--- src/rtl/counter_bus_if_pkg.sv ---
// counter_bus_if_pkg: register map, load FSM encoding and tick ratios shared by the counter bus interface
package counter_bus_if_pkg;
  localparam logic [1:0] ADDR_CTRL = 2'd0;
  localparam logic [1:0] ADDR_VALUE = 2'd1;
  localparam logic [1:0] ADDR_PRESC = 2'd2;
  localparam logic [1:0] ADDR_STATUS = 2'd3;
  localparam logic [1:0] ST_IDLE = 2'd0;
  localparam logic [1:0] ST_STROBE = 2'd1;
  localparam logic [1:0] ST_WAIT_TICK = 2'd2;
  localparam int TICK_DIV1 = 4;
  localparam int TICK_DIV2 = 16;
  localparam int DIV1_W = $clog2(TICK_DIV1);
  localparam int DIV_W = $clog2(TICK_DIV2);
endpackage

--- src/rtl/counter_tick_gen.sv ---
// counter_tick_gen: prescaled tick enables clk0 (every presc+1 cycles), clk1 (every 4th clk0), clk2 (every 16th clk0)
// clk, reset (sync, active-low), clr (sync restart of prescaler and dividers), presc in; clk0/clk1/clk2 out
module counter_tick_gen
  import counter_bus_if_pkg::*;
#(
  parameter int PRESC_W = 16
) (
  input  logic               clk,
  input  logic               reset,
  input  logic               clr,
  input  logic [PRESC_W-1:0] presc,
  output logic               clk0,
  output logic               clk1,
  output logic               clk2
);
  logic [PRESC_W-1:0] cnt_q, cnt_d;
  logic [DIV_W-1:0] div_q, div_d;
  logic tick;
  always_comb begin
    tick = cnt_q == presc;
    cnt_d = clr || tick ? '0 : cnt_q + 1'b1;
    div_d = clr ? '0 : tick ? div_q + 1'b1 : div_q;
  end
  always_ff @(posedge clk) begin
    if (!reset) begin
      cnt_q <= '0;
      div_q <= '0;
    end else begin
      cnt_q <= cnt_d;
      div_q <= div_d;
    end
  end
  // one shared divider: its low bits give the 1:4 ratio, the full count the 1:16 ratio
  assign clk0 = reset && tick;
  assign clk1 = clk0 && div_q[DIV1_W-1:0] == DIV1_W'(TICK_DIV1 - 1);
  assign clk2 = clk0 && div_q == DIV_W'(TICK_DIV2 - 1);
endmodule

--- src/rtl/counter_bus_if.sv ---
// counter_bus_if: CPU register interface (CTRL/VALUE/PRESC/STATUS) to a 3-channel counter stage with tick and irq generation
// bus_en/we/addr/wdata in, bus_rdata/bus_ready out (1-cycle registered); counter_we/ch/val load strobe out;
// counter_out and counter0..2_out in; clk0..2 tick enables out; irq out
module counter_bus_if
  import counter_bus_if_pkg::*;
#(
  parameter int PRESC_W = 16
) (
  input  logic        clk,
  input  logic        reset,
  input  logic        bus_en,
  input  logic        bus_we,
  input  logic [1:0]  bus_addr,
  input  logic [31:0] bus_wdata,
  output logic [31:0] bus_rdata,
  output logic        bus_ready,
  output logic        counter_we,
  output logic [1:0]  counter_ch,
  output logic [31:0] counter_val,
  input  logic [31:0] counter_out,
  input  logic        counter0_out,
  input  logic        counter1_out,
  input  logic        counter2_out,
  output logic        clk0,
  output logic        clk1,
  output logic        clk2,
  output logic        irq
);
  logic [4:0] ctrl_q, ctrl_d;
  logic [PRESC_W-1:0] presc_q, presc_d;
  logic [2:0] status_q, status_d, hist_q, flags, rise, w1c;
  logic [1:0] state_q, state_d, ch_q, ch_d;
  logic [31:0] val_q, val_d, rdata_q, rdata_d, rd_mux;
  logic ready_q, ready_d, irq_q, irq_d;
  logic acc, wr, load, done, presc_wr, tick_sel;
  assign flags = {counter2_out, counter1_out, counter0_out};
  counter_tick_gen #(.PRESC_W(PRESC_W)) u_tick (
    .clk(clk), .reset(reset), .clr(presc_wr), .presc(presc_q),
    .clk0(clk0), .clk1(clk1), .clk2(clk2)
  );
  always_comb begin
    acc = bus_en && state_q == ST_IDLE;
    wr = acc && bus_we;
    presc_wr = wr && bus_addr == ADDR_PRESC;
    load = wr && bus_addr == ADDR_VALUE && ctrl_q[1:0] != 2'd3;
    tick_sel = ch_q == 2'd0 ? clk0 : ch_q == 2'd1 ? clk1 : clk2;
    done = state_q == ST_WAIT_TICK && tick_sel;
    rise = flags & ~hist_q;
    w1c = wr && bus_addr == ADDR_STATUS ? bus_wdata[2:0] : 3'b0;
    ctrl_d = wr && bus_addr == ADDR_CTRL ? bus_wdata[4:0] : ctrl_q;
    presc_d = presc_wr ? bus_wdata[PRESC_W-1:0] : presc_q;
    status_d = (status_q & ~w1c) | rise;
    irq_d = |(status_q & ctrl_q[4:2]);
    state_d = load ? ST_STROBE : state_q == ST_STROBE ? ST_WAIT_TICK : done ? ST_IDLE : state_q;
    val_d = load ? bus_wdata : val_q;
    ch_d = load ? ctrl_q[1:0] : ch_q;
    ready_d = (acc && !load) || done;
    rd_mux = bus_addr == ADDR_CTRL ? {27'b0, ctrl_q} :
             bus_addr == ADDR_VALUE ? counter_out :
             bus_addr == ADDR_PRESC ? 32'(presc_q) : {29'b0, status_q};
    rdata_d = acc && !bus_we ? rd_mux : rdata_q;
  end
  always_ff @(posedge clk) begin
    if (!reset) begin
      ctrl_q <= '0;
      presc_q <= '0;
      status_q <= '0;
      hist_q <= flags;
      state_q <= ST_IDLE;
      ch_q <= '0;
      val_q <= '0;
      rdata_q <= '0;
      ready_q <= 1'b0;
      irq_q <= 1'b0;
    end else begin
      ctrl_q <= ctrl_d;
      presc_q <= presc_d;
      status_q <= status_d;
      hist_q <= flags;
      state_q <= state_d;
      ch_q <= ch_d;
      val_q <= val_d;
      rdata_q <= rdata_d;
      ready_q <= ready_d;
      irq_q <= irq_d;
    end
  end
  assign bus_rdata = rdata_q;
  assign bus_ready = ready_q;
  assign counter_we = state_q == ST_STROBE;
  assign counter_ch = ch_q;
  assign counter_val = val_q;
  assign irq = irq_q;
endmodule

--- config.mk ---
export PLATFORM = sky130hd
export DESIGN_NAME = counter_bus_if
export DESIGN_NICKNAME = d
export VERILOG_FILES = /design/src/rtl/counter_bus_if_pkg.sv /design/src/rtl/counter_tick_gen.sv /design/src/rtl/counter_bus_if.sv
export SDC_FILE = /design/constraint.sdc
export NUM_CORES = 1
export LEC_CHECK = 0
export BUFFER_PORTS_ARGS = -buffer_cell sky130_fd_sc_hd__buf_2
export CAP_MARGIN = 20
export CORE_ASPECT_RATIO = 0.5
export CORE_MARGIN = 1.5
export CORE_UTILIZATION = 50
export CTS_CLUSTER_SIZE = 24
export DETAILED_ROUTE_END_ITERATION = 10
export PLACE_DENSITY = 0.89
export SLEW_MARGIN = 20
export SYNTH_ARGS = -nofsm -noshare
export SYNTH_HDL_FRONTEND = slang
export SYNTH_SLANG_ARGS = --single-unit
export TNS_END_PERCENT = 1
--- constraint.sdc ---
create_clock -name clk -period 4.75 [get_ports clk]
set_clock_uncertainty 0.15 [all_clocks]
set_input_delay 0.95 -clock clk [delete_from_list [all_inputs] [get_ports clk]]
set_output_delay 0.95 -clock clk [all_outputs]
set_load 0.005 [all_outputs]
==> results.md <==
- Post-CTS Resized: 0
- Number of nets with antenna violations after routing: 0
- DR iter-0 viols: 300
- Die Y-Extent: 72.5 um
- RSZ-0062 raised after global routing: no
- CP Max Fanout: 9
- Flop pwr share: 40.3%
- Clk_lat worst skew: 0.40 ns
- Cts-stage hold buffer count: 0
- Slew Viols, Final: 0
- Top_reg_cell synth: dfxtp_1
- Largest net degree at the start of global routing: 69
- Reg clk slew, reported paths: 0.05 ns
- Cells after DPL: slightly below 800
- Combinational Power Share: 8.4%
- Relative slew slack: 43.8%
- Tcrit/Tclk final: between 60% and 70%
- Antenna fix cells: 0
- Worst Path Arrival: 2.19 ns
- Gpl congestion: 0.893
- Sequential fraction of the synthesis area: around half
- IO Pins: 145
- Cell Pwr Density: 417 nW/um^2
- FF+latch count, synth: 117
- CP Launch Type: flop
- Setup TNS: 0 ns
- H-Tree Depth: 4
- CP Launch Point: u_tick.cnt_q[3]
- WP data required: 3.65 ns
- Root Driver: clkbuf_16
- Hold Crit Class: reg -> reg
- Max VDD drop: between 0.3 and 0.4 mV
- R2R cell count: 5
- Async SR Flop Fraction: 0%
- Deepest clock path buffer count: 2
- Sw Share: 22.3%
- Hold Path Cell Cnt: 2
- Hold Vio Cnt, Final: 0
- Initial cell density of the core: 51.3%
- Dpl ws: 1.36 ns
- Post-Syn Area: between 4000 and 5000 um^2
- Total grt overflow: 0
- Final cell count without fillers: 827
- Initial antenna violation count: 0
- Static leakage: between 2 and 3 nW
- Area Overhead vs Synth: 28.7%
- Mean Syn Cell Area: roughly 9 um^2
- Clock Power Share: between 50% and 60%
- P_int: a little over 2 mW
- Synth Warn #: 0
- Setup Fix Bufs, Post-CTS: 0
- Fmax: 0.304 GHz
- Port bufs: 144
- Final setup fails: 0
- Wire per inst: 14.2 um
- Total number of vias: roughly 4300
- EDFF count, synth: 0
- Slew @ Worst Pin: 0.841 ns
- Synth Instances: between 500 and 600
- NetSw: 0.580 mW
- Unique masters post-synth: 41
- Status: finished, final reports clean
- Final HPWL DP: 8000 um
- Worst r2r src: u_tick.cnt_q[3]
- First-pass GRT wire length: around 19000 um
- Cts bufs inserted: 17
- Tmin final: 3.29 ns
- Setup CP Type: reg -> out
- Drt drc: 0
- CTS tree: built
- Crit path capture type: primary output
- Max-cap violations: 0
- First drt pass iteration count: 5
- Vias per Instance: 5.19
- Vias in the first global route: ~4000
- Core Rows: 25
- Layout cells sized above 1: 27.6%
- Routed Wire Length: 11800 um
- Final WS setup: 1.46 ns
- Layout net count: 754
- Min-delay src: bus_rdata[17]
- Syn_nets: 621
- Die Footprint: between 10000 and 15000 um^2
- Horiz. Die Dim: 142 um
- CTS Sinks: 117
- WHS: 0.306 ns
- Total GRT Usage: 23.5%
- Core outline area: 9420 um^2
## per-stage QoR
step	area (um^2)	power, mW	util [%]
after CTS	6220	2.62	66.0
after floorplan	4830	1.20	-
after global placement	5600	1.27	59.5
after global routing	6220	2.68	66.1
final	6220	2.60	66.1
after detailed placement	5600	1.28	59.5
## final cells by class
class | count | area (um^2)
Fill cell | 771 | 3200
Inverter | 8 | 30.0
Tap cell | 135 | 169
Sequential cell | 117 | 2340
Clock inverter | 10 | 153
Timing Repair Buffer | 148 | 751
Multi-Input combinational cell | 387 | 2310
Clock buffer | 22 | 464
## cells in the mapped netlist, types with 3 or more instances
cell type,count,area [um^2]
nand3_1,22,110
inv_1,8,30.0
xnor2_1,23,201
a21boi_0,72,541
buf_2,10,50.1
mux2i_1,8,80.1
xor2_1,8,70.1
mux4_2,3,67.6
and3_1,3,18.8
nor2b_1,9,56.3
a221oi_1,11,96.3
dfxtp_1,117,2340
nand2_1,134,503
nand2b_1,3,18.8
nand4_1,8,50.1
clkbuf_1,20,75.1
nor2_1,42,158
o21ai_0,4,20.0
nor3b_1,11,82.6
## state kept, by name (all words and copies together), names as in the netlist
name,flops
ctrl_q,5
u_tick.div_q,4
counter_ch,2
status_q,3
state_q,2
irq,1
hist_q,3
u_tick.cnt_q,16
bus_ready,1
counter_val,32
bus_rdata,32
presc_q,16
## cell usage in the layout (no fill, tap or decap), types with 2 or more instances in the layout
cell	n
and3_1	3
clkbuf_8	2
nor2_1	41
clkinv_2	5
a221oi_1	11
nor2b_1	8
bufinv_16	4
o211ai_1	2
o211a_1	2
dfxtp_1	117
o21ai_0	4
mux2i_1	8
nand3_1	22
a21boi_0	72
xor2_1	8
mux4_2	3
buf_2	144
nor3b_1	11
clkbuf_1	3
nand2_1	134
nor3_1	2
xnor2_1	23
nand2b_1	3
clkbuf_16	17
ha_1	2
inv_1	8
buf_4	4
a21oi_1	2
nand4_1	8
o221a_2	2
## metal layers
| layer | vias up | routed length (um) | global-route usage (%) |
|---|---|---|---|
| met5 | - | 0 | 0 |
| met4 | 0 | 148 | 9.97 |
| met3 | 17 | 886 | 6.93 |
| met2 | 168 | 5420 | 38.6 |
| met1 | 1993 | 5330 | 29.4 |
| li1 | 2111 | - | - |
## path summary, 6_finish.rpt
path | slack, ns | to
setup reg to reg | 2.48 | u_tick.cnt_q[14]
setup / recovery | 1.46 | clk2
hold reg to reg | 0.31 | bus_rdata[17]
hold / removal | 0.31 | bus_rdata[17]
## power by group through the flow
stage	sequential (mW)	combinational (mW)	clock, mW
floorplan	1.06	0.138	0
global placement	1.06	0.209	0
detailed placement	1.07	0.218	0
CTS	1.05	0.219	1.35
global route	1.05	0.243	1.39
finish	1.05	0.218	1.33
## logic make-up after synthesis
logic type | Yosys count | share of synthesized area [%]
compound gates | 101 | 16.0
flops | 117 | 48.5
buf+inv | 42 | 3.83
mux | 12 | 3.29
fa+ha+maj | 2 | 0.518
simple gates | 241 | 22.2
xor+xnor | 31 | 5.62
## worst max-delay path, cell delays in order, from the launching register on
cell	delay, ns
dfxtp_1	0.39
xnor2_1	0.17
nand4_1	0.18
nor4_4	0.61
nand2_1	0.18
nor2_1	0.14
buf_2	0.12
Note: power is estimated with default switching activity, not from simulation.
